<file path="config.mk">
export PLATFORM = sky130hd
export DESIGN_NAME = screen_sequencer
export DESIGN_NICKNAME = d
export VERILOG_FILES = /design/src/rtl/screen_sequencer.sv
export SDC_FILE = /design/constraint.sdc
export NUM_CORES = 1
export LEC_CHECK = 0
export CORE_ASPECT_RATIO = 0.6
export CORE_MARGIN = 3
export CORE_UTILIZATION = 40
export DETAILED_ROUTE_END_ITERATION = 16
export GPL_ROUTABILITY_DRIVEN = 0
export PLACE_DENSITY_LB_ADDON = 0.05
export SETUP_SLACK_MARGIN = 0.5
export SLEW_MARGIN = 25
export SYNTH_ARGS = -nofsm -noshare
export SYNTH_HDL_FRONTEND = slang
export SYNTH_SLANG_ARGS = --single-unit
</file>
<file path="constraint.sdc">
create_clock -name CLOCK_50 -period 3.1 [get_ports CLOCK_50]
set_input_delay 0.62 -clock CLOCK_50 [delete_from_list [all_inputs] [get_ports CLOCK_50]]
set_output_delay 0.62 -clock CLOCK_50 [all_outputs]
set_load 0.02 [all_outputs]
</file>
<file path="src/rtl/screen_sequencer.sv">
// screen_sequencer: system-level screen FSM and frame-buffer write mux.
// Runs the title, game and you-win subsystems in turn. It holds a level RUN_* command to the
// active subsystem and advances on that subsystem's *_DONE pulse. Every screen change goes
// through a full-screen BG_COLOR clear.
// Ports:
//   CLOCK_50, RESET_H           clock, synchronous active-high reset
//   START, WIN_FLAG             player start pulse, game outcome
//   RUN_TITLE/GAME/YOU_WIN      level run commands (registered state decodes)
//   *_DONE                      completion pulses from the subsystems
//   *_WE, *_DOUT, *_X, *_Y      subsystem write ports
//   FB_WE, FB_DOUT, FB_X, FB_Y  registered frame-buffer write port
//   BUSY_CLEAR                  high while the background clear runs
module screen_sequencer #(
  parameter int unsigned WIDTH       = 320,
  parameter int unsigned HEIGHT      = 240,
  parameter logic [7:0]  BG_COLOR    = 8'h00,
  parameter int unsigned HOLD_CYCLES = 100000000
) (
  input  logic       CLOCK_50,
  input  logic       RESET_H,
  input  logic       START,
  input  logic       WIN_FLAG,
  output logic       RUN_TITLE,
  output logic       RUN_GAME,
  output logic       RUN_YOU_WIN,
  input  logic       TITLE_DONE,
  input  logic       GAME_DONE,
  input  logic       YOU_WIN_DONE,
  input  logic       TITLE_WE,
  input  logic       GAME_WE,
  input  logic       YOU_WIN_WE,
  input  logic [7:0] TITLE_DOUT,
  input  logic [7:0] GAME_DOUT,
  input  logic [7:0] YOU_WIN_DOUT,
  input  logic [8:0] TITLE_X,
  input  logic [8:0] TITLE_Y,
  input  logic [8:0] GAME_X,
  input  logic [8:0] GAME_Y,
  input  logic [8:0] YOU_WIN_X,
  input  logic [8:0] YOU_WIN_Y,
  output logic       FB_WE,
  output logic [7:0] FB_DOUT,
  output logic [8:0] FB_X,
  output logic [8:0] FB_Y,
  output logic       BUSY_CLEAR
);

  localparam int unsigned HoldW = $clog2(HOLD_CYCLES + 1);
  localparam logic [8:0] XLast = 9'(WIDTH - 1);
  localparam logic [8:0] YLast = 9'(HEIGHT - 1);
  localparam logic [HoldW-1:0] HoldLast = HoldW'(HOLD_CYCLES - 1);

  typedef enum logic [2:0] {StClear, StTitle, StWaitStart, StGame, StYouWin, StHold} state_e;
  typedef enum logic [1:0] {RetTitle, RetGame, RetYouWin} ret_e;

  state_e           state_q, state_d;
  ret_e             ret_q, ret_d;
  logic [8:0]       cx_q, cx_d, cy_q, cy_d;
  logic [HoldW-1:0] hold_q, hold_d;
  logic             fb_we_q, fb_we_d;
  logic [7:0]       fb_dout_q, fb_dout_d;
  logic [8:0]       fb_x_q, fb_x_d, fb_y_q, fb_y_d;
  logic             run_title_q, run_game_q, run_you_win_q;

  always_comb begin
    state_d   = state_q;
    ret_d     = ret_q;
    cx_d      = cx_q;
    cy_d      = cy_q;
    hold_d    = hold_q;
    fb_we_d   = 1'b0;
    fb_dout_d = fb_dout_q;
    fb_x_d    = fb_x_q;
    fb_y_d    = fb_y_q;
    case (state_q)
      StClear: begin
        fb_we_d   = 1'b1;
        fb_dout_d = BG_COLOR;
        fb_x_d    = cx_q;
        fb_y_d    = cy_q;
        if (cx_q == XLast) begin
          cx_d = '0;
          if (cy_q == YLast) begin
            cy_d = '0;
            case (ret_q)
              RetGame:   state_d = StGame;
              RetYouWin: state_d = StYouWin;
              default:   state_d = StTitle;
            endcase
          end else begin
            cy_d = cy_q + 9'd1;
          end
        end else begin
          cx_d = cx_q + 9'd1;
        end
      end
      StTitle: begin
        fb_we_d = TITLE_WE;
        if (TITLE_WE) begin
          fb_dout_d = TITLE_DOUT;
          fb_x_d    = TITLE_X;
          fb_y_d    = TITLE_Y;
        end
        if (TITLE_DONE) state_d = StWaitStart;
      end
      StWaitStart: begin
        if (START) begin
          ret_d   = RetGame;
          state_d = StClear;
        end
      end
      StGame: begin
        fb_we_d = GAME_WE;
        if (GAME_WE) begin
          fb_dout_d = GAME_DOUT;
          fb_x_d    = GAME_X;
          fb_y_d    = GAME_Y;
        end
        if (GAME_DONE) begin
          ret_d   = WIN_FLAG ? RetYouWin : RetTitle;
          state_d = StClear;
        end
      end
      StYouWin: begin
        fb_we_d = YOU_WIN_WE;
        if (YOU_WIN_WE) begin
          fb_dout_d = YOU_WIN_DOUT;
          fb_x_d    = YOU_WIN_X;
          fb_y_d    = YOU_WIN_Y;
        end
        if (YOU_WIN_DONE) state_d = StHold;
      end
      StHold: begin
        if (hold_q == HoldLast) begin
          hold_d  = '0;
          ret_d   = RetTitle;
          state_d = StClear;
        end else begin
          hold_d = hold_q + HoldW'(1);
        end
      end
      default: state_d = StClear;
    endcase
  end

  always_ff @(posedge CLOCK_50) begin
    if (RESET_H) begin
      state_q       <= StClear;
      ret_q         <= RetTitle;
      cx_q          <= '0;
      cy_q          <= '0;
      hold_q        <= '0;
      fb_we_q       <= 1'b0;
      fb_dout_q     <= '0;
      fb_x_q        <= '0;
      fb_y_q        <= '0;
      run_title_q   <= 1'b0;
      run_game_q    <= 1'b0;
      run_you_win_q <= 1'b0;
    end else begin
      state_q       <= state_d;
      ret_q         <= ret_d;
      cx_q          <= cx_d;
      cy_q          <= cy_d;
      hold_q        <= hold_d;
      fb_we_q       <= fb_we_d;
      fb_dout_q     <= fb_dout_d;
      fb_x_q        <= fb_x_d;
      fb_y_q        <= fb_y_d;
      // Decoded from the current state, so RUN_* trail state entry/exit by one cycle.
      run_title_q   <= (state_q == StTitle);
      run_game_q    <= (state_q == StGame);
      run_you_win_q <= (state_q == StYouWin);
    end
  end

  assign RUN_TITLE   = run_title_q;
  assign RUN_GAME    = run_game_q;
  assign RUN_YOU_WIN = run_you_win_q;
  assign FB_WE       = fb_we_q;
  assign FB_DOUT     = fb_dout_q;
  assign FB_X        = fb_x_q;
  assign FB_Y        = fb_y_q;
  assign BUSY_CLEAR  = (state_q == StClear);

endmodule

</file>
==> impl_metrics.py, run 1 <==
metrics = {
    "run_status": {
        "outcome": "completed",
    },
    "pwr": {
        "power.total_mw": 2.16,
        "p_clk_share_pct": 44.4,
        "powerDensity_mw_per_mm2": 383,
        "power_frac_seq_pct": 48.2,
        "p_int_mw": 1.70,
        "combPwrFrac_pct": 7.4,
        "power.switching_uw": 459,
        "peakVddDrop_v": 0.000379,
        "sw_frac_of_total_pct": 21.2,
        "leakage_nw": 2.03,
    },
    "setup_path": {
        "critPathKind": "flop to flop",
        "critPathLaunchType": "flop",
        "crit_slowest_cell": "or4b_2",
        "cp.required_ns": 3.32,
        "ff2ff_setup_slack_ns": 0.75,
        "critPathTopFamily": "simple AND/OR/NAND/NOR gates",
        "slowest_delay_ns": 0.67,
        "worstReg2RegEnd": "hold_q[14]$_SDFFE_PP0P_",
        "cp-endpoint": "hold_q[14]$_SDFFE_PP0P_",
        "r2r_start": "hold_q[8]$_SDFFE_PP0P_",
        "crit_start": "hold_q[8]$_SDFFE_PP0P_",
        "path_depth": 6,
        "cp_max_fo": 21,
        "rr_worst_depth": 6,
        "crit_buf_inv": 1,
        "path_cells": "or4b_2 > nor3b_1 > nand3_1 > nand2b_1 > buf_4 > nor2_1",
        "endpoint_kind": "flop",
        "critPathArrivalTime_ns": 2.57,
    },
    "cts": {
        "cts.sinks": 80,
        "post_cts_buffers": 0,
        "cts_tree": "done",
        "cts_resized": 3,
        "ctsHoldBuffers": 0,
        "cts_inserted_buffers": 9,
        "clk_pin_slew_worst_paths_ns": 0.06,
        "htreeDepth": 3,
        "clk_latency_ns": 0.33,
        "clock-root-buffer": "clkbuf_16",
        "clockBufferDepth": 2,
    },
    "yosys": {
        "synth-seq-area-share_pct": 39.0,
        "synth_top_family_by_area": "simple AND/OR/NAND/NOR gates",
        "synth-edff-count": 0,
        "synth_mux_area_share_pct": 0.517,
        "yosysWarnings": 0,
        "ys_ff_latch": 80,
        "synth_fa_ha_area_share_pct": 0.913,
        "avgSynthCellArea_um2": 8.39,
        "synth_ff_type": "dfxtp_1",
        "yosys.cell_types.count": 45,
        "synth-xor-area-share_pct": 8.09,
        "ys_async_sr_fraction_pct": 0,
        "synth_cells": 490,
        "netlist_area_mm2": 0.00411,
        "syn_nets": 581,
        "synth_compound_gate_area_share_pct": 22.9,
        "yosys.area_share.simple_pct": 23.1,
    },
    "final_layout": {
        "n_fill_cell": 841,
        "multi_input_area_mm2": 0.00230,
        "layout-drive-gt1-share_pct": 7.01,
        "final_cells": 729,
        "ff_latch_area_mm2": 0.00160,
        "final_util_pct": 58.8,
        "antennaDiodeCount": 0,
        "area_growth_pct": 37.3,
        "layout.nets": 685,
    },
    "sta": {
        "max_freq_mhz": 425,
        "skew_ns": 0.00767,
        "period_share_pct": 75.9,
        "relSlewSlack_pct": 36.5,
        "fin_tns_setup_ns": 0,
        "drv_slew": 0,
        "setup_viol": 0,
        "final_hold_viol_count": 0,
        "worst_pin_slew_ns": 0.953,
        "fin_ws_ns": 0.746,
        "period_minus_slack_ns": 2.35,
        "rsz0062_at_grt": "false",
    },
    "global_routing": {
        "antenna_found_initial": 0,
        "grt_max_degree": 54,
        "grt_pass1_vias": 3644,
        "grt_usage_pct": 21.8,
        "grt_pass1_wl_um": 20000,
        "gr-total-overflow": 0,
    },
    "route": {
        "vias_per_cell": 5.59,
        "drt_iter0_drc": 310,
        "vias": 4077,
        "avgRoutedWirePerCell_um": 17.5,
        "ant_nets": 0,
        "routed_wl_um": 12800,
        "drt_first_pass_iters": 5,
        "drc_errors": 0,
    },
    "hold_path": {
        "hold_path.class": "flop to flop",
        "hold_path_startpoint": "ret_q[1]$_SDFFE_PP0P_",
    },
    "floorplan": {
        "core_mm2": 0.00959,
        "num_rows": 27,
        "ios": 119,
        "die_w_um": 137,
        "fp.dieH_um": 84.5,
        "start_util_pct": 42.9,
        "die-area_mm2": 0.0116,
    },
    "job": {
        "cap_violations": 0,
    },
    "placed_design": {
        "pre_cts_ws_ns": 0.537,
        "placed_cells": 713,
        "place_hpwl_um": 9420,
        "numPortBuffers": 118,
    },
}
## metrics by stage
stage	area (µm²)	hold slack, ns
floorplan	4110	0.454
global placement	5370	0.471
detailed placement	5370	0.478
CTS	5650	0.491
global route	5650	0.513
finish	5650	0.493
## placed cells by master (no fill, tap or decap), types with 4 or more instances in the layout
cell,netlist,final
a211oi_1,28,28
a21oi_1,16,16
a221oi_1,36,36
a22oi_1,11,11
a2bb2oi_1,17,17
a31oi_1,4,4
buf_4,2,12
clkbuf_16,0,9
clkdlybuf4s50_1,0,116
clkinv_2,0,4
dfxtp_1,80,79
inv_1,13,13
nand2_1,18,18
nand2b_1,6,6
nand3_1,15,15
nand4_1,11,11
nor2_1,92,92
nor2b_1,7,5
nor3_1,15,15
nor4_1,8,8
o21ai_0,6,6
xnor2_1,24,24
xor2_1,14,14
## state kept, by name, indices dropped and copies added, names as in the netlist
register,flops
FB_DOUT,8
RUN_TITLE,1
cy_q,9
RUN_YOU_WIN,1
FB_Y,9
FB_WE,1
hold_q,27
state_q,3
ret_q,2
FB_X,9
RUN_GAME,1
cx_q,9
## tightest hold or removal path: stages, from the launching register on
cell     delay, ns
dfxtp_1       0.31
o21ai_0       0.07
a21oi_1       0.06
## worst min-delay path by stage
stage	end	slack, ns	depth (start not counted)
2_1_floorplan	ret_q[1]$_SDFFE_PP0P_	0.45	2
4_1_cts	ret_q[1]$_SDFFE_PP0P_	0.49	2
3_5_place_dp	ret_q[1]$_SDFFE_PP0P_	0.48	2
6_report	ret_q[1]$_SDFFE_PP0P_	0.49	2
5_1_grt	FB_Y[4]$_SDFFE_PP0P_	0.51	2
3_3_place_gp	ret_q[1]$_SDFFE_PP0P_	0.47	2
## cell usage after synthesis, types with 3 or more instances
library cell	count	area, µm²
nor2_1	92	345
dfxtp_1	80	1600
a221oi_1	36	315
a211oi_1	28	210
clkbuf_1	24	90.1
xnor2_1	24	210
nand2_1	18	67.6
a2bb2oi_1	17	149
a21oi_1	16	80.1
nand3_1	15	75.1
nor3_1	15	75.1
xor2_1	14	123
inv_1	13	48.8
a22oi_1	11	82.6
nand4_1	11	68.8
nor4_1	8	50.1
buf_2	7	35.0
nor2b_1	7	43.8
nand2b_1	6	37.5
o21ai_0	6	30.0
a31oi_1	4	25.0
buf_6	3	33.8
ha_1	3	37.5
or3_1	3	18.8
or4_1	3	22.5
## final cells by class
class	instances	area share, %
clock buffers	12	4.37
clock inverters	4	0.355
inverters	13	0.864
multi-input cells	360	40.7
flip-flops and latches	80	28.4
well taps	130	2.88
repair buffers	130	22.4
## cell families after synthesis
family,after synthesis
flops,80
compound gates,124
mux,2
buf+inv,50
simple gates,193
xor+xnor,38
fa+ha+maj,3
## metal layers
layer / vias up / part of all wire (%) / global-route usage (%)
met4: 0 / 0.68 / 4.89
met5: - / 0 / 0
met2: 144 / 41 / 29.4
li1: 2020 / - / -
met3: 10 / 8.4 / 6.35
met1: 1903 / 50 / 33.6
## power groups by stage
stage	registers, mW	logic (mW)	clock network (mW)
2_1_floorplan	1.07	0.0294	0
3_3_place_gp	1.06	0.157	0
3_5_place_dp	1.06	0.159	0
4_1_cts	1.04	0.160	0.983
5_1_grt	1.04	0.168	1.02
6_report	1.04	0.160	0.960
(Power assumes the default switching activity.)
==> run 2, diff against run 1 <==
==> constraint.sdc (replaced) <==
create_clock -name CLOCK_50 -period 2.3 [get_ports CLOCK_50]
set_input_delay 0.46 -clock CLOCK_50 [delete_from_list [all_inputs] [get_ports CLOCK_50]]
set_output_delay 0.46 -clock CLOCK_50 [all_outputs]
set_load 0.02 [all_outputs]
==> run 2 against run 1 <==
Routed wire length is 9.5% higher. Count of clock-buffer cells in the layout is 2 lower. Highest routed layer unchanged. Worst hold slack worse by 0.0015 ns.
==> impl_metrics.py, run 2 (synthesized netlist as in run 1, its figures left out) <==
metrics = {
    "run_status": {
        "outcome": "completed",
    },
    "setup_path": {
        "cp.required_ns": 2.53,
        "critPathArrivalTime_ns": 2.13,
        "critPathKind": "flop to flop",
        "critPathLaunchType": "flop",
        "endpoint_kind": "flop",
        "cp_max_fo": 6,
    },
    "cts": {
        "htreeDepth": 3,
        "cts_tree": "done",
        "clock-root-buffer": "clkbuf_16",
        "cts.sinks": 80,
        "clk_latency_ns": 0.34,
        "cts_inserted_buffers": 9,
        "clockBufferDepth": 2,
        "clk_pin_slew_worst_paths_ns": 0.06,
    },
    "placed_design": {
        "place_hpwl_um": 9220,
        "placed_cells": 721,
        "numPortBuffers": 118,
    },
    "global_routing": {
        "antenna_found_initial": 0,
        "grt_max_degree": 54,
        "grt_pass1_vias": 4082,
        "grt_pass1_wl_um": 21200,
        "gr-total-overflow": 0,
        "grt_usage_pct": 22.6,
    },
    "route": {
        "vias": 4356,
        "drt_iter0_drc": 356,
        "drc_errors": 0,
        "ant_nets": 0,
        "drt_first_pass_iters": 5,
        "routed_wl_um": 14000,
        "vias_per_cell": 5.68,
        "avgRoutedWirePerCell_um": 18.2,
    },
    "sta": {
        "max_freq_mhz": 526,
        "worst_pin_slew_ns": 0.568,
        "relSlewSlack_pct": 62.1,
        "rsz0062_at_grt": "true",
        "skew_ns": 0.00710,
        "drv_slew": 0,
        "period_share_pct": 82.6,
        "period_minus_slack_ns": 1.90,
        "setup_viol": 0,
        "final_hold_viol_count": 0,
    },
    "final_layout": {
        "layout_common_cells": "clkdlybuf4s50_1 (109), nor2_1 (81), dfxtp_1 (68)",
        "top_register": "hold_q",
        "layout-drive-gt1-share_pct": 20.6,
        "layout.nets": 723,
        "final_cells": 767,
        "antennaDiodeCount": 0,
        "final_common_cell": "clkdlybuf4s50_1",
        "largest_reg_flops": 27,
        "area_growth_pct": 54.7,
        "final_util_pct": 66.3,
    },
    "pwr": {
        "leakage_nw": 2.44,
        "powerDensity_mw_per_mm2": 480,
        "peakVddDrop_v": 0.000351,
    },
    "floorplan": {
        "num_rows": 27,
        "ios": 119,
        "start_util_pct": 42.9,
        "core_mm2": 0.00959,
        "die-area_mm2": 0.0116,
        "die_w_um": 137,
        "fp.dieH_um": 84.5,
    },
    "hold_path": {
        "hold_path.class": "flop to flop",
    },
    "job": {
        "cap_violations": 0,
    },
}
run 2: final cells by class:
cell class | instances | area (µm²)
fillers | 795 | 3230
multi-input cells | 362 | 2590
flip-flops and latches | 80 | 1640
repair buffers | 166 | 1630
clock buffers | 10 | 229
well taps | 130 | 163
clock inverters | 6 | 60.1
inverters | 13 | 51.3
run 2: worst paths after layout:
path                     startpoint                       to  slack (ns)  depth (start not counted)
min           ret_q[0]$_SDFFE_PP0P_    ret_q[0]$_SDFFE_PP0P_        0.49                          2
max          hold_q[9]$_SDFFE_PP0P_  hold_q[19]$_SDFFE_PP0P_        0.40                          6
min reg2reg   ret_q[0]$_SDFFE_PP0P_    ret_q[0]$_SDFFE_PP0P_        0.49                          2
max reg2reg  hold_q[9]$_SDFFE_PP0P_  hold_q[19]$_SDFFE_PP0P_        0.40                          6
run 2: metal layers:
metal  global-route usage (%)  share of wire (%)  vias to the layer above
met4                     6.25                1.4                        0
li1                         -                  -                     2098
met3                     5.87                6.0                       20
met5                        0                  0                        -
met2                     31.9                 42                      135
met1                     33.8                 50                     2103
run 2: repair_timing:
item	in CTS	in global routing
endpoints found under the setup margin	68	78
cloned	1	3
pin swaps	6	19
setup buffers	17	9
resized for setup	38	50
hold buffers	0	0
run 2: stage by stage:
| step | TNS, ns | setup WS [ns] | cell area [µm²] | hold slack [ns] | power, mW |
|---|---|---|---|---|---|
| finish | 0 | 0.400 | 6360 | 0.492 | 3.05 |
| global route | 0 | 0.367 | 6360 | 0.520 | 3.15 |
| CTS | 0 | 0.438 | 6070 | 0.494 | 3.05 |
| detailed placement | -0.0304 | -0.0195 | 5500 | 0.483 | 1.65 |
| global placement | 0 | 0.0602 | 5500 | 0.470 | 1.65 |
| floorplan | 0 | 0.453 | 4170 | 0.454 | 1.48 |
run 2: where the power goes:
group          internal [mW]  switching (mW)
clock network          0.835           0.575
logic                  0.166          0.0800
registers               1.39         0.00940
total                   2.39           0.665
run 2: worst max-delay path: stages (launching register included):
cell and delay, ns:
dfxtp_4 0.34, or4b_4 0.52, nor3b_4 0.35, nand3_2 0.17, nand2b_4 0.17, clkbuf_16 0.18
nor2_2 0.04
==> run 3, diff against run 2 <==
==> constraint.sdc (replaced) <==
create_clock -name CLOCK_50 -period 1.7 [get_ports CLOCK_50]
set_input_delay 0.34 -clock CLOCK_50 [delete_from_list [all_inputs] [get_ports CLOCK_50]]
set_output_delay 0.34 -clock CLOCK_50 [all_outputs]
set_load 0.02 [all_outputs]
==> run 3 against run 2 <==
The run now ends with setup timing left. Via count is 46% higher. Flip-flop and latch count stayed put. Clock skew is 0.0082 ns higher. Clock power is 55% higher. Register-to-register slack worse by 0.88 ns. Setup slack worse by 0.88 ns. Routed wire length is 110% higher. Count of clock-buffer cells in the layout is 2 higher. Non-clock buffer count is 122 higher. Critical path depth is 3 higher. Worst hold slack worse by 0.17 ns. Final area is 42% higher. Critical path type unchanged.
==> impl_metrics.py, run 3 (synthesized netlist as in run 1, its figures left out) <==
metrics = {
    "run_status": {
        "outcome": "finished, violations left",
        "violations": "setup timing",
    },
    "sta": {
        "rsz0062_at_grt": "true",
        "skew_ns": 0.0153,
        "final_hold_viol_count": 0,
        "setup_viol": 74,
        "period_share_pct": 128,
        "max_freq_mhz": 460,
        "fin_tns_setup_ns": -15.72,
        "drv_slew": 0,
        "relSlewSlack_pct": 51.2,
        "period_minus_slack_ns": 2.18,
        "worst_pin_slew_ns": 0.731,
        "fin_ws_ns": -0.476,
    },
    "floorplan": {
        "core_mm2": 0.00959,
        "fp.dieH_um": 84.5,
        "start_util_pct": 42.9,
        "num_rows": 27,
        "ios": 119,
        "die_w_um": 137,
        "die-area_mm2": 0.0116,
    },
    "final_layout": {
        "layout.nets": 844,
        "antennaDiodeCount": 0,
        "area_growth_pct": 119,
        "top_register": "hold_q",
        "largest_reg_flops": 27,
        "layout-drive-gt1-share_pct": 60.7,
        "final_cells": 888,
        "final_common_cell": "buf_4",
        "final_util_pct": 94.0,
        "layout_common_cells": "buf_4 (111), clkdlybuf4s50_1 (86), buf_6 (45)",
        "n_fill_cell": 263,
    },
    "pwr": {
        "p_clk_share_pct": 48.0,
        "leakage_nw": 3.57,
        "p_int_mw": 3.40,
        "power_frac_seq_pct": 41.8,
        "peakVddDrop_v": 0.000963,
        "power.switching_mw": 1.13,
        "sw_frac_of_total_pct": 24.9,
        "powerDensity_mw_per_mm2": 502,
        "combPwrFrac_pct": 10.2,
    },
    "cts": {
        "clk_latency_ns": 0.36,
        "cts.sinks": 80,
        "clock-root-buffer": "clkbuf_16",
        "clockBufferDepth": 2,
        "htreeDepth": 3,
        "clk_pin_slew_worst_paths_ns": 0.08,
        "cts_inserted_buffers": 9,
        "ctsHoldBuffers": 0,
        "cts_tree": "done",
    },
    "setup_path": {
        "endpoint_kind": "flop",
        "critPathLaunchType": "flop",
        "cp_max_fo": 6,
        "cp.required_ns": 1.92,
        "critPathArrivalTime_ns": 2.39,
        "critPathKind": "flop to flop",
    },
    "route": {
        "ant_nets": 0,
        "avgRoutedWirePerCell_um": 33.4,
        "drt_first_pass_iters": 9,
        "drc_errors": 0,
        "vias_per_cell": 7.19,
        "vias": 6381,
        "drt_iter0_drc": 1149,
        "routed_wl_um": 29600,
    },
    "job": {
        "cap_violations": 0,
    },
    "global_routing": {
        "grt_pass1_vias": 5599,
        "grt_max_degree": 22,
        "grt_pass1_wl_um": 33100,
        "gr-total-overflow": 0,
        "antenna_found_initial": 0,
        "grt_usage_pct": 37.6,
    },
    "placed_design": {
        "placed_cells": 778,
        "place_hpwl_um": 10100,
        "numPortBuffers": 118,
    },
    "hold_path": {
        "hold_path.class": "input port to flop",
    },
}
## run 3: cell types whose count changed in the layout (fill, tap and decap cells not counted), moves of 29 or more
cell	change
buf_4	+71
nor2_1	-45
buf_6	+40
dfxtp_2	+35
a221oi_1	-31
dfxtp_1	-29
## run 3: final timing paths
path | startpoint | to | slack (ns) | depth (start not counted)
setup / recovery | state_q[0]$_SDFFE_PP0P_ | FB_X[0]$_SDFFE_PP0P_ | -0.48 | 9
hold / removal | RESET_H | ret_q[0]$_SDFFE_PP0P_ | 0.32 | 2
setup reg to reg | state_q[0]$_SDFFE_PP0P_ | FB_X[0]$_SDFFE_PP0P_ | -0.48 | 9
hold reg to reg | FB_Y[1]$_SDFFE_PP0P_ | FB_Y[1]$_SDFFE_PP0P_ | 0.52 | 2
## run 3: area by class of cell
class                      instances  area, µm²  share of cell area, %
multi-input combinational        361       3630                   40.3
timing repair buffer             288       3190                   35.3
sequential                        80       1660                   18.4
clock buffer                      12        267                   2.95
tap                              130        163                   1.80
inverter                          13       65.1                  0.721
clock inverter                     4       51.3                  0.569
## run 3: repair_timing
action,in CTS,in global routing
setup buffers,47,24
cloned,19,4
setup endpoints to repair,109,105
pin swaps,57,65
gates resized for setup,336,172
## run 3: metrics by stage
step | cell area [µm²] | worst slack, ns | total power [mW] | hold slack, ns
after floorplan | 4320 | -0.135 | 2.00 | 0.459
after global routing | 9020 | -0.487 | 4.59 | 0.318
after global placement | 6060 | -0.155 | 2.25 | 0.487
after detailed placement | 6060 | -0.211 | 2.25 | 0.489
final | 9020 | -0.476 | 4.53 | 0.319
after CTS | 8020 | -0.114 | 4.33 | 0.284
## run 3: metal layers
layer | vias up | wire length, µm | GRT usage (%)
li1 | 2348 | - | -
met1 | 2960 | 10100 | 48.6
met2 | 801 | 12300 | 56.7
met3 | 272 | 4790 | 13.5
met4 | 0 | 2430 | 15.6
met5 | - | 0 | 2.56
## run 3: power groups by stage
stage | registers [mW] | clock network [mW] | logic (mW)
after global routing | 1.89 | 2.24 | 0.464
after global placement | 1.93 | 0 | 0.313
after CTS | 1.89 | 2.07 | 0.369
after detailed placement | 1.93 | 0 | 0.316
after floorplan | 1.94 | 0 | 0.0594
final | 1.89 | 2.18 | 0.461
## run 3: worst max-delay path: stages (launching register included)
cell      delay (ns)
dfxtp_2         0.36
buf_6           0.14
nor2b_4         0.14
buf_6           0.13
buf_8           0.13
buf_12          0.16
a221oi_2        0.49
nor2_1          0.15
a21oi_1         0.19
a211oi_1        0.14
